<file path="src/rtl/lookup_pkg.sv">
// Shared types for the lookup top level and its host-side loader.
// Literal, node and dummy-pointer formats plus loader word/state/status encodings.
`ifndef NUM_ENGINE
`define NUM_ENGINE 2
`endif

package lookup_pkg;

  typedef logic [15:0] lit_t;
  typedef logic [9:0]  dummy_entry_t;

  typedef struct packed {
    lit_t       lit;
    logic [8:0] next;
    logic       last;
  } node_t;

  typedef enum logic [2:0] {
    CLAUSE     = 3'd0,
    PTR        = 3'd1,
    ENG_SWITCH = 3'd2,
    UNIT       = 3'd3,
    END        = 3'd4
  } hword_t;

  typedef enum logic [2:0] {
    S_IDLE, S_LOAD_CLA, S_LOAD_PTR, S_LOAD_UC, S_RUN, S_DRAIN, S_DONE, S_ERR
  } loader_state_t;

  localparam logic [1:0] ST_NONE        = 2'd0;
  localparam logic [1:0] ST_SAT_PARTIAL = 2'd1;
  localparam logic [1:0] ST_UNSAT       = 2'd2;
  localparam logic [1:0] ST_ERROR       = 2'd3;

endpackage

</file>
<file path="src/rtl/loader_result_skid.sv">
// One-entry result register between the assignment stack and the result consumer.
module loader_result_skid
  import lookup_pkg::*;
(
  input  logic clk,
  input  logic rst_n,
  input  logic en,
  input  logic mstack_empty,
  input  lit_t mstack_lit,
  input  logic res_ready,
  output logic mstack_pop,
  output lit_t res_lit,
  output logic res_valid
);

  // pop only when the slot is free or being emptied this cycle
  assign mstack_pop = en && !mstack_empty && (!res_valid || res_ready);

  always_ff @(posedge clk or negedge rst_n) begin
    if (!rst_n) begin
      res_valid <= 1'b0;
      res_lit   <= '0;
    end else if (mstack_pop) begin
      res_valid <= 1'b1;
      res_lit   <= mstack_lit;
    end else if (res_ready) begin
      res_valid <= 1'b0;
    end
  end

endmodule

</file>
<file path="src/rtl/cnf_loader.sv">
// Host-side loader: sequences a typed host word stream into the lookup top level,
// runs BCP with halt released, then drains the assignment stack on stall.
`ifndef NUM_ENGINE
`define NUM_ENGINE 2
`endif

module cnf_loader
  import lookup_pkg::*;
#(
  parameter int          NUM_ENGINE     = `NUM_ENGINE,
  parameter logic [31:0] MAX_RUN_CYCLES = 32'd1_000_000
) (
  input  logic                      clk,
  input  logic                      rst_n,
  input  logic                      start,
  input  logic                      host_valid,
  output logic                      host_ready,
  input  logic [2:0]                host_type,
  input  logic [$bits(node_t)-1:0]  host_data,
  output node_t                     node_in,
  output logic                      node_in_valid,
  output dummy_entry_t              dummy_ptr,
  output logic                      dummy_ptr_valid,
  output logic                      change_eng,
  output lit_t                      mem2uca,
  output logic                      mem2uca_valid,
  output logic                      mem2uca_done,
  output logic                      halt,
  input  logic                      conflict,
  input  logic                      stall,
  input  logic                      mstack_empty,
  input  lit_t                      mstack_lit,
  output logic                      mstack_pop,
  output lit_t                      res_lit,
  output logic                      res_valid,
  input  logic                      res_ready,
  output logic                      busy,
  output logic [1:0]                status,
  output logic [31:0]               run_cycles
);

  localparam int ENG_W = (NUM_ENGINE > 1) ? $clog2(NUM_ENGINE) : 1;
  localparam int LW    = $bits(lit_t);
  localparam int DW    = $bits(dummy_entry_t);

  loader_state_t state, nxt_state;
  logic [1:0]    nxt_status;
  logic [ENG_W-1:0] eng_cnt;
  logic xfer, clear;
  logic emit_node, emit_ptr, emit_eng, emit_unit, emit_done;

  assign host_ready = (state == S_LOAD_CLA) || (state == S_LOAD_PTR) || (state == S_LOAD_UC);
  assign busy       = !((state == S_IDLE) || (state == S_DONE) || (state == S_ERR));
  assign xfer       = host_valid && host_ready;

  always_comb begin
    nxt_state  = state;
    nxt_status = status;
    clear      = 1'b0;
    emit_node  = 1'b0;
    emit_ptr   = 1'b0;
    emit_eng   = 1'b0;
    emit_unit  = 1'b0;
    emit_done  = 1'b0;
    case (state)
      S_IDLE, S_DONE, S_ERR:
        if (start) begin
          nxt_state  = S_LOAD_CLA;
          nxt_status = ST_NONE;
          clear      = 1'b1;
        end
      S_LOAD_CLA, S_LOAD_PTR:
        if (xfer) begin
          case (host_type)
            CLAUSE:
              if (state == S_LOAD_CLA) emit_node = 1'b1;
              else begin nxt_state = S_ERR; nxt_status = ST_ERROR; end
            PTR: begin
              emit_ptr  = 1'b1;
              nxt_state = S_LOAD_PTR;
            end
            ENG_SWITCH:
              if (state == S_LOAD_PTR && eng_cnt < ENG_W'(NUM_ENGINE - 1)) begin
                emit_eng  = 1'b1;
                nxt_state = S_LOAD_CLA;
              end else begin
                nxt_state  = S_ERR;
                nxt_status = ST_ERROR;
              end
            UNIT: begin
              emit_unit = 1'b1;
              nxt_state = S_LOAD_UC;
            end
            END: begin
              emit_done = 1'b1;
              nxt_state = S_RUN;
            end
            default: begin nxt_state = S_ERR; nxt_status = ST_ERROR; end
          endcase
        end
      S_LOAD_UC:
        if (xfer) begin
          case (host_type)
            UNIT:    emit_unit = 1'b1;
            END:     begin emit_done = 1'b1; nxt_state = S_RUN; end
            default: begin nxt_state = S_ERR; nxt_status = ST_ERROR; end
          endcase
        end
      S_RUN:
        if (conflict) begin
          nxt_state  = S_DONE;
          nxt_status = ST_UNSAT;
        end else if (stall) begin
          nxt_state = S_DRAIN;
        end else if (run_cycles == MAX_RUN_CYCLES) begin
          nxt_state  = S_ERR;
          nxt_status = ST_ERROR;
        end
      S_DRAIN:
        if (mstack_empty && !res_valid) begin
          nxt_state  = S_DONE;
          nxt_status = ST_SAT_PARTIAL;
        end
      default: begin nxt_state = S_ERR; nxt_status = ST_ERROR; end
    endcase
  end

  always_ff @(posedge clk or negedge rst_n) begin
    if (!rst_n) begin
      state           <= S_IDLE;
      status          <= ST_NONE;
      run_cycles      <= '0;
      eng_cnt         <= '0;
      halt            <= 1'b1;
      node_in         <= '0;
      node_in_valid   <= 1'b0;
      dummy_ptr       <= '0;
      dummy_ptr_valid <= 1'b0;
      change_eng      <= 1'b0;
      mem2uca         <= '0;
      mem2uca_valid   <= 1'b0;
      mem2uca_done    <= 1'b0;
    end else begin
      state           <= nxt_state;
      status          <= nxt_status;
      // halt drops one cycle after RUN entry, after mem2uca_done has gone out
      halt            <= !(state == S_RUN && nxt_state == S_RUN);
      node_in_valid   <= emit_node;
      dummy_ptr_valid <= emit_ptr;
      change_eng      <= emit_eng;
      mem2uca_valid   <= emit_unit;
      mem2uca_done    <= emit_done;
      if (emit_node) node_in   <= node_t'(host_data);
      if (emit_ptr)  dummy_ptr <= host_data[DW-1:0];
      if (emit_unit) mem2uca   <= host_data[LW-1:0];
      if (clear) begin
        run_cycles <= '0;
        eng_cnt    <= '0;
      end else begin
        if (emit_eng) eng_cnt <= eng_cnt + ENG_W'(1);
        if (state == S_RUN && nxt_state == S_RUN && run_cycles != '1)
          run_cycles <= run_cycles + 32'd1;
      end
    end
  end

  loader_result_skid u_skid (
    .clk          (clk),
    .rst_n        (rst_n),
    .en           (state == S_DRAIN),
    .mstack_empty (mstack_empty),
    .mstack_lit   (mstack_lit),
    .res_ready    (res_ready),
    .mstack_pop   (mstack_pop),
    .res_lit      (res_lit),
    .res_valid    (res_valid)
  );

endmodule

</file>
<file path="config.mk">
export PLATFORM = sky130hd
export DESIGN_NAME = cnf_loader
export DESIGN_NICKNAME = d
export VERILOG_FILES = /design/src/rtl/lookup_pkg.sv /design/src/rtl/loader_result_skid.sv /design/src/rtl/cnf_loader.sv
export SDC_FILE = /design/constraint.sdc
export NUM_CORES = 1
export LEC_CHECK = 0
export ABC_AREA = 1
export CAP_MARGIN = 20
export CORE_MARGIN = 2
export CORE_UTILIZATION = 25
export CTS_CLUSTER_DIAMETER = 60
export DETAILED_ROUTE_END_ITERATION = 10
export PLACE_DENSITY = 0.52
export REMOVE_ABC_BUFFERS = 1
export SKIP_LAST_GASP = 1
export SLEW_MARGIN = 20
export SYNTH_ARGS = -nofsm -noshare
export SYNTH_HDL_FRONTEND = slang
export SYNTH_HIERARCHICAL = 1
export SYNTH_SLANG_ARGS = --single-unit
</file>
<file path="constraint.sdc">
create_clock -name clk -period 4.53 [get_ports clk]
set_clock_uncertainty 0.05 [all_clocks]
set_input_delay 0.453 -clock clk [delete_from_list [all_inputs] [get_ports clk]]
set_output_delay 0.453 -clock clk [all_outputs]
set_load 0.01 [all_outputs]
</file>
; ---- After elaboration in Yosys (flattened, before gate mapping)
; Cells that the tools add are included.
; Widths: inputs -> output; s select.
[totals]
wordCells = 120
register_bits = 113
output_inout_bits = 112
[op_classes]
add_sub_neg = 2
n_eq_ne = 24
n_reduce_logical = 27
n_lt_le_gt_ge = 1
n_mux = 49
[ops]
columns = op, n
row1 = $mux 32, 2
row2 = $add 32x1->32 const B, 1
row3 = $eq 32x20->1 const B, 1
row4 = $ne 32x32->1 const B, 1
row5 = $pmux 3 s5, 2
row6 = $mux 3, 9
row7 = $mux 1, 23
row8 = $mux 2, 10
row9 = $eq 3x3->1 const B, 6
row10 = $eq 3x2->1 const B, 4
row11 = $ne 2x2->1 const B, 6
row12 = $ne 3x3->1 const B, 4
row13 = $pmux 2 s5, 1
row14 = $reduce_and 10->1, 1
row15 = $reduce_or 3->1, 3
row16 = $logic_and 1x1->1, 7
row17 = $eq 3x1->1 const B, 2
row18 = $logic_not 3->1, 2
row19 = $pmux 2 s3, 1
row20 = $pmux 3 s2, 1
row21 = $reduce_bool 2->1, 3
row22 = $logic_or 1x1->1, 5
row23 = $logic_not 1->1, 4
row24 = $reduce_or 2->1, 2
row25 = 2 further kinds, 2

; ---- Logic depth before layout (Yosys ltp)
; Gate-level depths: netlist of run 1.
[logic_depth]
depth_word = 11
mapped_depth = 15
depth_no_buf = 14

; ---- By module
; Netlist of run 1, hierarchy kept.
[modules_own_cells]
columns = mod, n_inst, cells_per_inst, area_each_um2
row1 = cnf_loader, 1, 685, 5302.6
row2 = loader_result_skid, 1, 75, 704.4

; ---- Worst setup path before layout of run 1
; No wires, ideal clock.
[synth_timing]
path_type = reg2reg
from = register run_cycles[0]
to = register run_cycles[22]
n_path_buf = 1
t_arrival_ps = 1817
t_required_ps = 4362
setup_time_ps = 118
stages_incl_launch_ff = 12
slack_ps = 2545
period_less_slack_ps = 1985
cell_sequence = dfrtp_1 > ha_1 > nand2_2 > nor2_2 > nand3_1 > nor3_1 > nand4_1 > nor2_1 > nand4_2 > buf_2 > nand4_1 > nand2_1
[synth_via]
elab_chain_cells = 9
[synth_lines]
columns = item, line
row1 = "start, declared", cnf_loader.sv:39  ; output logic [31:0] run_cycles
row2 = "start signal, assigned", cnf_loader.sv:162  ; run_cycles <= run_cycles + 32'd1;
row3 = $eq 32x20->1, cnf_loader.sv:115  ; end else if (run_cycles == MAX_RUN_CYCLES) begin
row4 = $mux 3, cnf_loader.sv:115
row5 = $mux 3, cnf_loader.sv:113  ; end else if (stall) begin
row6 = $mux 3, cnf_loader.sv:110  ; if (conflict) begin
row7 = $pmux 3 s5, cnf_loader.sv:65  ; case (state)
row8 = $eq 3x3->1, cnf_loader.sv:161  ; if (state == S_RUN && nxt_state == S_RUN && run_cycles != '1)
row9 = $logic_and 1x1->1 (2 in a row), cnf_loader.sv:161
row10 = $reduce_bool 2->1 (no line), --
; Several ways; a longest one is shown, not always the timed one. The select of a mux whose other input is x is not followed.
; A chain may end at the register's enable or synchronous reset.

; ---- Worst setup path after layout of run 1
[layout_timing]
from = register state[1]
to = output mstack_pop
[layout_via]
elab_chain_cells = 3
[layout_lines]
columns = item, line
row1 = "start, declared", cnf_loader.sv:46  ; loader_state_t state, nxt_state;
row2 = "start signal, assigned", cnf_loader.sv:144  ; state <= nxt_state;
row3 = $eq 3x3->1, cnf_loader.sv:170  ; .en (state == S_DRAIN),
row4 = $logic_and 1x1->1 (2 in a row), loader_result_skid.sv:17  ; assign mstack_pop = en && !mstack_empty && (!res_valid || res_ready);
row5 = "end, declared", cnf_loader.sv:33  ; output logic mstack_pop,
; Every way passes these cells.

==> results of run 1 <==
[area by class of cell]
class                           count  area [um2]
Fill cell                        2524       15090
Sequential cell                   113        2829
Multi-Input combinational cell    519        2608
Timing Repair Buffer              167        1662
Clock buffer                       19       442.9
Tap cell                          319       399.1
Inverter                           99       374.1
Clock inverter                     13       137.6
Antenna cell                        1       2.502
[per-stage QoR]
| step | utilization, % | area, um2 | hold WS (ps) | instances |
|---|---|---|---|---|
| global placement | 33.43 | 7870 | 402.6 | 1217 |
| CTS | 35.89 | 8451 | 59.10 | 1249 |
| floorplan | - | 5809 | 107.4 | 731 |
| global route | 35.91 | 8454 | 90.81 | 1250 |
| detailed placement | 33.43 | 7870 | 408.8 | 1217 |
| finish | 35.91 | 8454 | 35.41 | 1250 |
[final timing paths]
check	endpoint	slack, ps
hold reg to reg	u_skid/res_lit[12]$_DFFE_PN0P_	420
setup / recovery	mstack_pop	1500
max in group asynchronous	halt$_DFF_PN1_	3480
min in group clk	u_skid/res_lit[12]$_DFFE_PN0P_	420
hold / removal	run_cycles[9]$_DFFE_PN0P_	40
setup reg to reg	run_cycles[19]$_DFFE_PN0P_	1690
[layout by cell type (no fill, tap or decap), types with 3 or more instances in the layout]
cell type,netlist,layout
a21oi_1,3,3
buf_4,2,4
clkbuf_16,0,17
clkdlybuf4s50_1,0,163
clkinv_2,1,6
clkinv_4,0,3
clkinvlp_4,0,3
dfrtp_1,112,112
inv_1,90,90
inv_2,7,6
nand2_1,227,227
nand2_2,4,4
nand3_1,55,55
nand3_2,10,10
nand4_1,38,38
nand4_2,3,3
nor2_1,53,53
nor2_2,3,3
nor3_1,24,24
nor4_1,7,7
o21ai_0,48,48
xor2_1,26,26
[metal layers]
layer / wire [um] / vias up
met5: 0 / -
met2: 9297 / 115
met3: 682 / 20
met1: 8434 / 2543
met4: 350 / 0
li1: - / 2753
[logic make-up after synthesis]
group / count (synthesis) / synth area share, %
flip-flops: 113 / 47.09
AND/OR/NAND/NOR: 433 / 33.91
adder cells (fa/ha/maj): 2 / 0.4165
buffers and inverters: 128 / 9.498
AO/OA/AOI/OAI: 56 / 4.999
XOR/XNOR: 28 / 4.083
[registers in the layout (all words and copies together), names as in the netlist]
signal / cells
change_eng: 1
mem2uca_valid: 1
eng_cnt: 1
mem2uca: 16
u_skid/res_valid: 1
state: 3
run_cycles: 32
dummy_ptr_valid: 1
u_skid/res_lit: 16
status: 2
node_in_valid: 1
halt: 1
dummy_ptr: 10
mem2uca_done: 1
node_in: 26
[power breakdown]
group	total (W)	internal [W]	switching [W]	leakage, nW
Clock	0.00134	0.000823	0.000512	0.279
Sequential	0.00146	0.00129	0.000165	1.50
Combinational	0.00159	0.000732	0.000858	2.24
Total	0.00438	0.00285	0.00154	4.01
==> results.cfg, run 1 <==
[cells_and_area]
syn_to_final_growth_pct = 40.74
drive_above_1_share_pct = 7.957
nets = 972

[worst_setup_path]
cp_num_cells = 8
endpoint_kind = output port
crit_chain = nor2_1 > inv_1 > nor2_1 > inv_1 > nor2_8 > nand2_4 > inv_1 > clkdlybuf4s50_1
r2r_cells = 10
crit_family = buffers and inverters
cpMostUsedCell = inv_1
required_ps = 4030
slowest_delay_ps = 540
critPathLaunchType = flop
critPathLaunch = state[1]$_DFF_PN0_
crit_type = flop to output port
crit_buf_inv = 4
cp_data_arrival_time_ps = 2530
crit_fanout = 18
worstReg2RegStart = run_cycles[0]$_DFFE_PN0P_
critPathSlowestCell = clkdlybuf4s50_1

[clock_network]
postCtsHoldBufs = 0
postCtsSetupRepairBufs = 0
clock_path_buffers = 2
clk_latency_ps = 420
cts_buffers = 17
clk_pin_slew_worst_paths_ps = 60
cts_tree = built
clockRootBuffer = clkbuf_16
htreeDepth = 4
cts_resized = 0
cts_sinks = 113

[floorplan]
start_util_pct = 25.52
core_um2 = 23540
design.die.area_um2 = 25280
die_w_um = 159.0
die_h_um = 159.0
row_count = 56
pin_count = 165

[synth]
synth_top_area_cell = dfrtp_1
synth_flop_cell = dfrtp_1
yosysMostFrequentCell = nand2_1
synth_edf_count = 0
ys_ff_latch = 113
synth_common_cells = nand2_1, dfrtp_1, inv_1
synth-seq-area-share_pct = 47.09
avgSynthCellArea_um2 = 7.904
yosysWarnings = 6
synthCells = 760
synth_area_leaders = dfrtp_1, nand2_1, inv_1
post_synth_num_cell_types = 37
synth-async-reset-ratio_pct = 100.0
syn-cell-area_um2 = 6007
synth_top_area_share_pct = 46.66

[global_route]
overflow = 0
grt_start_max_net_pins = 64
grt_pass1_wl_um = 30700
gr-usage-met3_pct = 3.204
grt_pass1_vias = 5394
met2_usage_pct = 25.26
grt_usage_pct = 15.26
grt_antenna_before_repair = 1
grtUsageMet1_pct = 19.55
top_usage_layer = met2

[sta]
rsz0062_at_grt = false
setup_violations = 0
period_share_pct = 66.87
finalHoldViolCount = 0
worst_slack_ps = 1501
slew_viol_final = 0
slew_headroom_pct = 35.04
min_period_ps = 3029
tightest_slew_ps = 972.0
tns_ps = 0
max_freq_mhz = 330.1

[outcome]
status = finished clean

[detailed_routing]
routed_via_density = 4.345
first_pass_iters = 4
totalWireLength_um = 18760
via_count = 5431
wl_per_cell_um = 15.01
ant_nets = 0
drc = 0
drt_first_iter_violations = 310

[power_and_ir_drop]
power.total_w = 0.004382
vdd_drop_max_mv = 0.2166
leakagePower_nw = 4.012
power.density_nw_per_um2 = 518.3

[placed_design]
gp_congestion = 0.8468
place_ws_ps = 1692
hpwl_um = 13600
port_buffers = 164

[job]
drv_cap = 0

[worst_hold_path]
hp-class = input port to async pin
Note: power is estimated with default switching activity, not from simulation.
==> run 2, diff against run 1 <==
==> constraint.sdc (replaced) <==
create_clock -name clk -period 2.8 [get_ports clk]
set_clock_uncertainty 0.05 [all_clocks]
set_input_delay 0.28 -clock clk [delete_from_list [all_inputs] [get_ports clk]]
set_output_delay 0.28 -clock clk [all_outputs]
set_load 0.01 [all_outputs]
==> results.cfg, run 2 (synthesized netlist as in run 1, its figures left out) <==
[detailed_routing]
first_pass_iters = 4
totalWireLength_um = 18710
ant_nets = 0
via_count = 5461
wl_per_cell_um = 14.84
drt_first_iter_violations = 295
routed_via_density = 4.331
drc = 0

[outcome]
status = finished clean

[sta]
setup_violations = 0
rsz0062_at_grt = false
min_period_ps = 2600
slew_viol_final = 0
worst_slack_ps = 200.4
slew_headroom_pct = 51.19
finalHoldViolCount = 0
max_freq_mhz = 384.7
timing.hold.ws_ps = 340.5
tns_ps = 0
period_share_pct = 92.84
tightest_slew_ps = 732.1

[worst_setup_path]
endpoint_kind = output port
critPathSlowestCell = clkdlybuf4s50_1
critPathLaunchType = flop
crit_family = buffers and inverters
crit_buf_inv = 4
crit_type = flop to output port
crit_chain = nor2_1 > inv_1 > nor2_2 > inv_1 > nor2_8 > nand2_4 > inv_1 > clkdlybuf4s50_1
cp_data_arrival_time_ps = 2270
required_ps = 2470
crit_fanout = 18
slowest_delay_ps = 540
cpMostUsedCell = inv_1

[job]
drv_cap = 0

[placed_design]
place_ws_ps = 382.4
dp_cells = 1227
hpwl_um = 13740
gp_congestion = 0.8520
port_buffers = 164

[clock_network]
clk_latency_ps = 420
htreeDepth = 4
cts_tree = built
cts_sinks = 113
clock_path_buffers = 2
cts_buffers = 17
clockRootBuffer = clkbuf_16
clk_pin_slew_worst_paths_ps = 60

[power_and_ir_drop]
power.total_w = 0.007168
vdd_drop_max_mv = 0.3614
leakagePower_nw = 4.075
power.density_nw_per_um2 = 836.1

[floorplan]
row_count = 56
pin_count = 165
die_h_um = 159.0
design.die.area_um2 = 25280
die_w_um = 159.0
start_util_pct = 25.52
core_um2 = 23540

[global_route]
grt_pass1_wl_um = 30730
grt_start_max_net_pins = 64
grt_usage_pct = 15.23
grt_pass1_vias = 5472
overflow = 0
grt_antenna_before_repair = 0

[cells_and_area]
regMostFlops = run_cycles
n_antenna_cell = 0
drive_above_1_share_pct = 9.236
largestRegisters = run_cycles (32), node_in (26)
final_common_cell = nand2_1
most-common-layout-cells = nand2_1, clkdlybuf4s50_1, dfrtp_1
nets = 984
final_cells = 1261
syn_to_final_growth_pct = 42.72
largest_reg_flops = 32

[worst_hold_path]
hp-class = input port to flop
## run 2: cell types whose count changed in the layout (fill, tap and decap cells not counted), sizes merged
cell,previous run,this run
buf,4,15
inv,97,105
clkinv,10,5
bufinv,2,1
clkbuf,19,18
clkinvlp,3,2
diode,1,0
dlygate4sd3,0,1
## run 2: worst paths after layout
check / start / end / slack, ps / cells after the start
worst max-delay path: state[1]$_DFF_PN0_ / mstack_pop / 200 / 8
worst min-delay path: host_data[25] / node_in[25]$_DFFE_PN0P_ / 340 / 3
worst max register to register: run_cycles[0]$_DFFE_PN0P_ / run_cycles[24]$_DFFE_PN0P_ / 450 / 15
worst min register to register: u_skid/res_lit[2]$_DFFE_PN0P_ / u_skid/res_lit[2]$_DFFE_PN0P_ / 420 / 2
max in group asynchronous: rst_n / mem2uca[3]$_DFFE_PN0P_ / 1520 / 3
min in group asynchronous: rst_n / run_cycles[18]$_DFFE_PN0P_ / 400 / 2
## run 2: worst register-to-register path, cell delays in order, from the launching register on
cell	delay, ps
dfrtp_1	440
inv_1	120
ha_1	190
nand2_1	60
nor2_1	100
nand2_1	60
nor2_1	140
nand2_1	130
nand2_1	120
a21oi_4	70
nand3b_4	110
inv_2	50
nand3_4	40
buf_4	350
nand3_1	160
nand2_1	90
## run 2: per-stage QoR
step,utilization (%),cell area [um2]
CTS,36.41,8571
floorplan,-,5809
detailed placement,33.85,7970
global placement,33.85,7970
global route,36.42,8573
finish,36.42,8573
## run 2: cell type report
| class | instances | area (um2) |
|---|---|---|
| clock buffers | 18 | 439.2 |
| flip-flops and latches | 113 | 2829 |
| fillers | 2496 | 14970 |
| clock inverters | 14 | 143.9 |
| multi-input cells | 519 | 2610 |
| inverters | 99 | 372.9 |
| repair buffers | 179 | 1779 |
| well taps | 319 | 399.1 |
## run 2: repair_timing
item / 4_1_cts / 5_1_grt
gates resized for setup: 0 / 1
pin swaps: 1 / 0
endpoints found under the hold margin: 49 / 0
hold buffers: 1 / 0
setup buffers: 1 / 0
endpoints found under the setup margin: 1 / 1
## run 2: where the power goes
group,switching [W],total [W],internal (W)
clock,0.000916,0.00219,0.00127
combinational,0.00140,0.00262,0.00122
sequential,0.000268,0.00236,0.00209
## run 2: layer usage
layer | global-route usage, % | vias to the layer above | wire, um
met5 | 0 | - | 0
met4 | 6.198 | 0 | 456
met3 | 3.022 | 27 | 689
met2 | 24.13 | 123 | 8803
met1 | 20.41 | 2543 | 8762
li1 | - | 2768 | -
==> run 3, diff against run 2 <==
--- a/config.mk
+++ b/config.mk
@@ -7,7 +7,7 @@
 export LEC_CHECK = 0
 export ABC_AREA = 1
 export CAP_MARGIN = 20
-export CORE_MARGIN = 2
+export CORE_MARGIN = 5
 export CORE_UTILIZATION = 25
 export CTS_CLUSTER_DIAMETER = 60
 export DETAILED_ROUTE_END_ITERATION = 10
==> constraint.sdc (replaced) <==
create_clock -name clk -period 2.89 [get_ports clk]
set_clock_uncertainty 0.05 [all_clocks]
set_input_delay 0.289 -clock clk [delete_from_list [all_inputs] [get_ports clk]]
set_output_delay 0.289 -clock clk [all_outputs]
set_load 0.01 [all_outputs]
==> results.cfg, run 3 (synthesized netlist as in run 1, its figures left out) <==
[placed_design]
hpwl_um = 14090
port_buffers = 164
gp_congestion = 0.8757

[worst_setup_path]
critPathSlowestCell = clkdlybuf4s50_1
critPathCapture = mstack_pop
required_ps = 2550
worstReg2RegEnd = run_cycles[9]$_DFFE_PN0P_
critPathLaunchType = flop
reg2reg_setup_slack_ps = 440
critPathLaunch = state[1]$_DFF_PN0_
slowest_delay_ps = 530
r2r_cells = 14
crit_type = flop to output port
crit_chain = nor2_1 > inv_1 > nor2_1 > inv_1 > nor2_8 > nand2_4 > inv_1 > clkdlybuf4s50_1
crit_fanout = 18
endpoint_kind = output port
worstReg2RegStart = run_cycles[0]$_DFFE_PN0P_
cpMostUsedCell = inv_1
cp_data_arrival_time_ps = 2310

[clock_network]
clockRootBuffer = clkbuf_16
clk_pin_slew_worst_paths_ps = 60
clk_latency_ps = 420
cts_buffers = 17
htreeDepth = 4
clock_path_buffers = 2
cts_sinks = 113
cts_tree = built

[cells_and_area]
largest_reg_flops = 32
fillerInstances = 2514
most-common-layout-cells = nand2_1, clkdlybuf4s50_1, dfrtp_1
regArea_um2 = 2829
n_antenna_cell = 0
syn_to_final_growth_pct = 42.07
nets = 982
largestRegisters = run_cycles (32), node_in (26)
regMostFlops = run_cycles
multiInputGateArea_um2 = 2608
drive_above_1_share_pct = 8.936
final_common_cell = nand2_1

[floorplan]
start_util_pct = 25.52
row_count = 56
core_um2 = 23540
pin_count = 165
die_h_um = 165.0
design.die.area_um2 = 27230
die_w_um = 165.0

[detailed_routing]
via_count = 5428
wl_per_cell_um = 15.14
drc = 0
drt_first_iter_violations = 317
totalWireLength_um = 19070
routed_via_density = 4.311
first_pass_iters = 5
ant_nets = 0

[global_route]
grt_usage_pct = 13.97
overflow = 0
grt_pass1_wl_um = 29860
grt_antenna_before_repair = 0
grt_start_max_net_pins = 75
grt_pass1_vias = 5251

[power_and_ir_drop]
power_frac_clock_pct = 29.9
power.density_nw_per_um2 = 802.1
swShare_pct = 35.63
seq_power_share_pct = 33.4
comb_power_share_pct = 36.7
leakagePower_nw = 4.055
vdd_drop_max_mv = 0.3724
p_int_w = 0.004407
p_sw_w = 0.002439

[sta]
timing.hold.ws_ps = 185.7
setup_violations = 0
min_period_ps = 2644
tightest_slew_ps = 678.8
finalHoldViolCount = 0
max_freq_mhz = 378.2
rsz0062_at_grt = false
slew_viol_final = 0
period_share_pct = 91.49
slew_headroom_pct = 54.74
tns_ps = 0

[job]
drv_cap = 0

[outcome]
status = finished clean

[worst_hold_path]
hp-class = input port to async pin
==> run 3: cell count changes in the layout (fill, tap and decap cells not counted), sizes merged <==
cell	previous run	this run
clkinv	5	8
inv	105	101
buf	15	13
clkinvlp	2	3
==> run 3: through the flow <==
stage	total power, W	cells	setup WS, ps	util, %	instance area, um2
after floorplan	0.003460	731	589.9	-	5809
after global placement	0.004835	1225	381.5	33.74	7943
after detailed placement	0.004850	1225	332.0	33.74	7943
after CTS	0.006952	1259	201.2	36.24	8532
after global routing	0.007276	1259	76.24	36.25	8534
final	0.006845	1259	245.8	36.25	8534
==> run 3: cell type report <==
class                   count  area share (%)
flip-flops and latches    113           33.15
multi-input cells         519           30.55
repair buffers            177           20.52
clock buffers              18           5.146
well taps                 319           4.677
inverters                  99           4.398
clock inverters            14           1.554
==> run 3: routing by layer <==
layer,global-route usage (%),share of wire (%),wire (um),vias up
met5,0,0,0,-
met4,5.028,1.8,338,0
met3,2.645,3.9,749,17
met2,22.33,49,9296,114
met1,18.85,46,8681,2522
li1,-,-,-,2775
==> run 3: how the worst min path moves through the flow <==
stage | slack [ps] | depth (start not counted) | startpoint | endpoint
floorplan | -60 | 0 | rst_n | change_eng$_DFF_PN0_
global placement | 80 | 1 | rst_n | run_cycles[1]$_DFFE_PN0P_
detailed placement | 80 | 1 | rst_n | run_cycles[0]$_DFFE_PN0P_
CTS | 170 | 2 | rst_n | run_cycles[0]$_DFFE_PN0P_
global route | 200 | 2 | rst_n | run_cycles[1]$_DFFE_PN0P_
finish | 190 | 2 | rst_n | run_cycles[11]$_DFFE_PN0P_
==> run 3: power groups by stage <==
stage / Sequential (W) / Clock (W) / Combinational [W]
6_report: 0.00228 / 0.00205 / 0.00251
5_1_grt: 0.00235 / 0.00218 / 0.00274
4_1_cts: 0.00229 / 0.00210 / 0.00256
3_5_place_dp: 0.00230 / 0 / 0.00255
3_3_place_gp: 0.00230 / 0 / 0.00254
2_1_floorplan: 0.00248 / 0 / 0.000978
==> run 3: timing repair <==
action | 4_1_cts | 5_1_grt
pin swaps | 1 | 0
gates resized for setup | 0 | 1
hold endpoints to repair | 87 | 0
hold buffers | 1 | 0
setup buffers | 1 | 0
setup endpoints to repair | 1 | 31
==> run 3: critical path: cells and delay by family (launching register included) <==
kind	cells	cell delay [ps]
buf+inv	4	830
flops	1	440
simple gates	4	620
==> RTL edit, RTL diff (config.mk and constraints of run 3) <==
The macro `NUM_ENGINE` goes from 2 to 4.
--- a/src/rtl/lookup_pkg.sv
+++ b/src/rtl/lookup_pkg.sv
@@ -2,5 +2,5 @@
 // Literal, node and dummy-pointer formats plus loader word/state/status encodings.
 `ifndef NUM_ENGINE
-`define NUM_ENGINE 2
+`define NUM_ENGINE 4
 `endif
 
Check against the original RTL: not equivalent (a bounded check fails within 10 cycles, from zero or initial values and one cycle with rst_n low).
==> RTL edit against run 3 <==
Hold slack gained 0.16 ns; via count up 3.8%; synthesized area up 1.2%; synthesized cell count is 4.7% higher; cell area rose by 2.3%; sequential cell count rose by 1; total power rose by 1.9%; critical path type unchanged; worst setup slack better by 0.055 ns; critical path depth did not move; routed wire length shrank 3.2%.
==> RTL edit: results (changes against run 3) <==
crit_arrival_ns: 2.25  # -0.06 ns
gp_congestion: 0.8454  # -3.5%
grt_pass1_wl_mm: 31.10  # +4.2%
hpwl_mm: 13.68  # -3.0%
r2r_slack_ns: 0.60  # +0.16 ns
internal-power_mw: 4.579  # +3.9%
met2_length_mm: 8.201  # -12%
status: "completed"
nets: 1018  # +3.7%
r2r-end: "run_cycles[10]$_DFFE_PN0P_"
synth_area_leaders: "dfrtp_1 47%, nand2_1 15%, inv_1 6.0%, nand3_1 5.6%, nand4_1 4.4%"
synth_commonest_cells: "236 x nand2_1, 113 x dfrtp_1, 97 x inv_1, 68 x nand3_1, 62 x nor2_1"
wl_per_cell_um: 14.21  # -6.1%
met1_length_mm: 8.160  # -6.0%
final-seq-area_sq_um: 2854  # +0.88%
drtIter0Drc: 352  # +11%
reg2reg_from: "run_cycles[1]$_DFFE_PN0P_"
grt_pass1_vias: 5748  # +9.5%
tightest_slew_ns: 0.8986  # +0.2198 ns
dp.cells: 1266  # +3.3%
ys_seq_area_frac: 0.4696  # -0.001312
hp-class: "primary input to flip-flop"
synthDistinctLibCells: 36  # -2.7%
dpl_cell_area_sq_um: 8103  # +2.0%
path_max_fanout: 17  # -1
ir_worst_vdd_mv: 0.4196  # +13%
drt-total-wl_mm: 18.46  # -3.2%
p_leak_nw: 4.210  # +3.8%
fin_crit_sh: 0.8960  # -0.01899
dpl_worst_slack_ns: 0.4504  # +0.1185 ns
drive_gt1_frac: 0.07692  # -0.01244
syn_area_per_cell_sq_um: 7.635  # -3.4%
RTL edit: cell families after synthesis:
group           synth area share
buf+inv                  0.09286
xor+xnor                 0.04035
flops                     0.4696
fa+ha+maj               0.006177
compound gates           0.05024
simple gates              0.3407
RTL edit: final cells by class:
class                           instances  share of cell area
Timing Repair Buffer                  178              0.2058
Sequential cell                       114              0.3269
Tap cell                              324             0.04643
Clock buffer                           19             0.05073
Clock inverter                         13             0.02006
Multi-Input combinational cell        545              0.3045
Inverter                              106             0.04557
RTL edit: layer usage:
metal,up-vias,GRT usage
met1,2582,0.1748
met5,-,0
met4,0,0.03802
met3,17,0.06665
met2,164,0.2113
li1,2870,-
RTL edit: power by group through the flow:
stage                     Clock, mW  Sequential (mW)  Combinational [mW]
final                          2.23             2.28                2.47
after global routing           2.37             2.35                2.77
after CTS                      2.29             2.29                2.51
after detailed placement          0             2.30                2.50
after global placement            0             2.30                2.50
after floorplan                   0             2.47               0.958
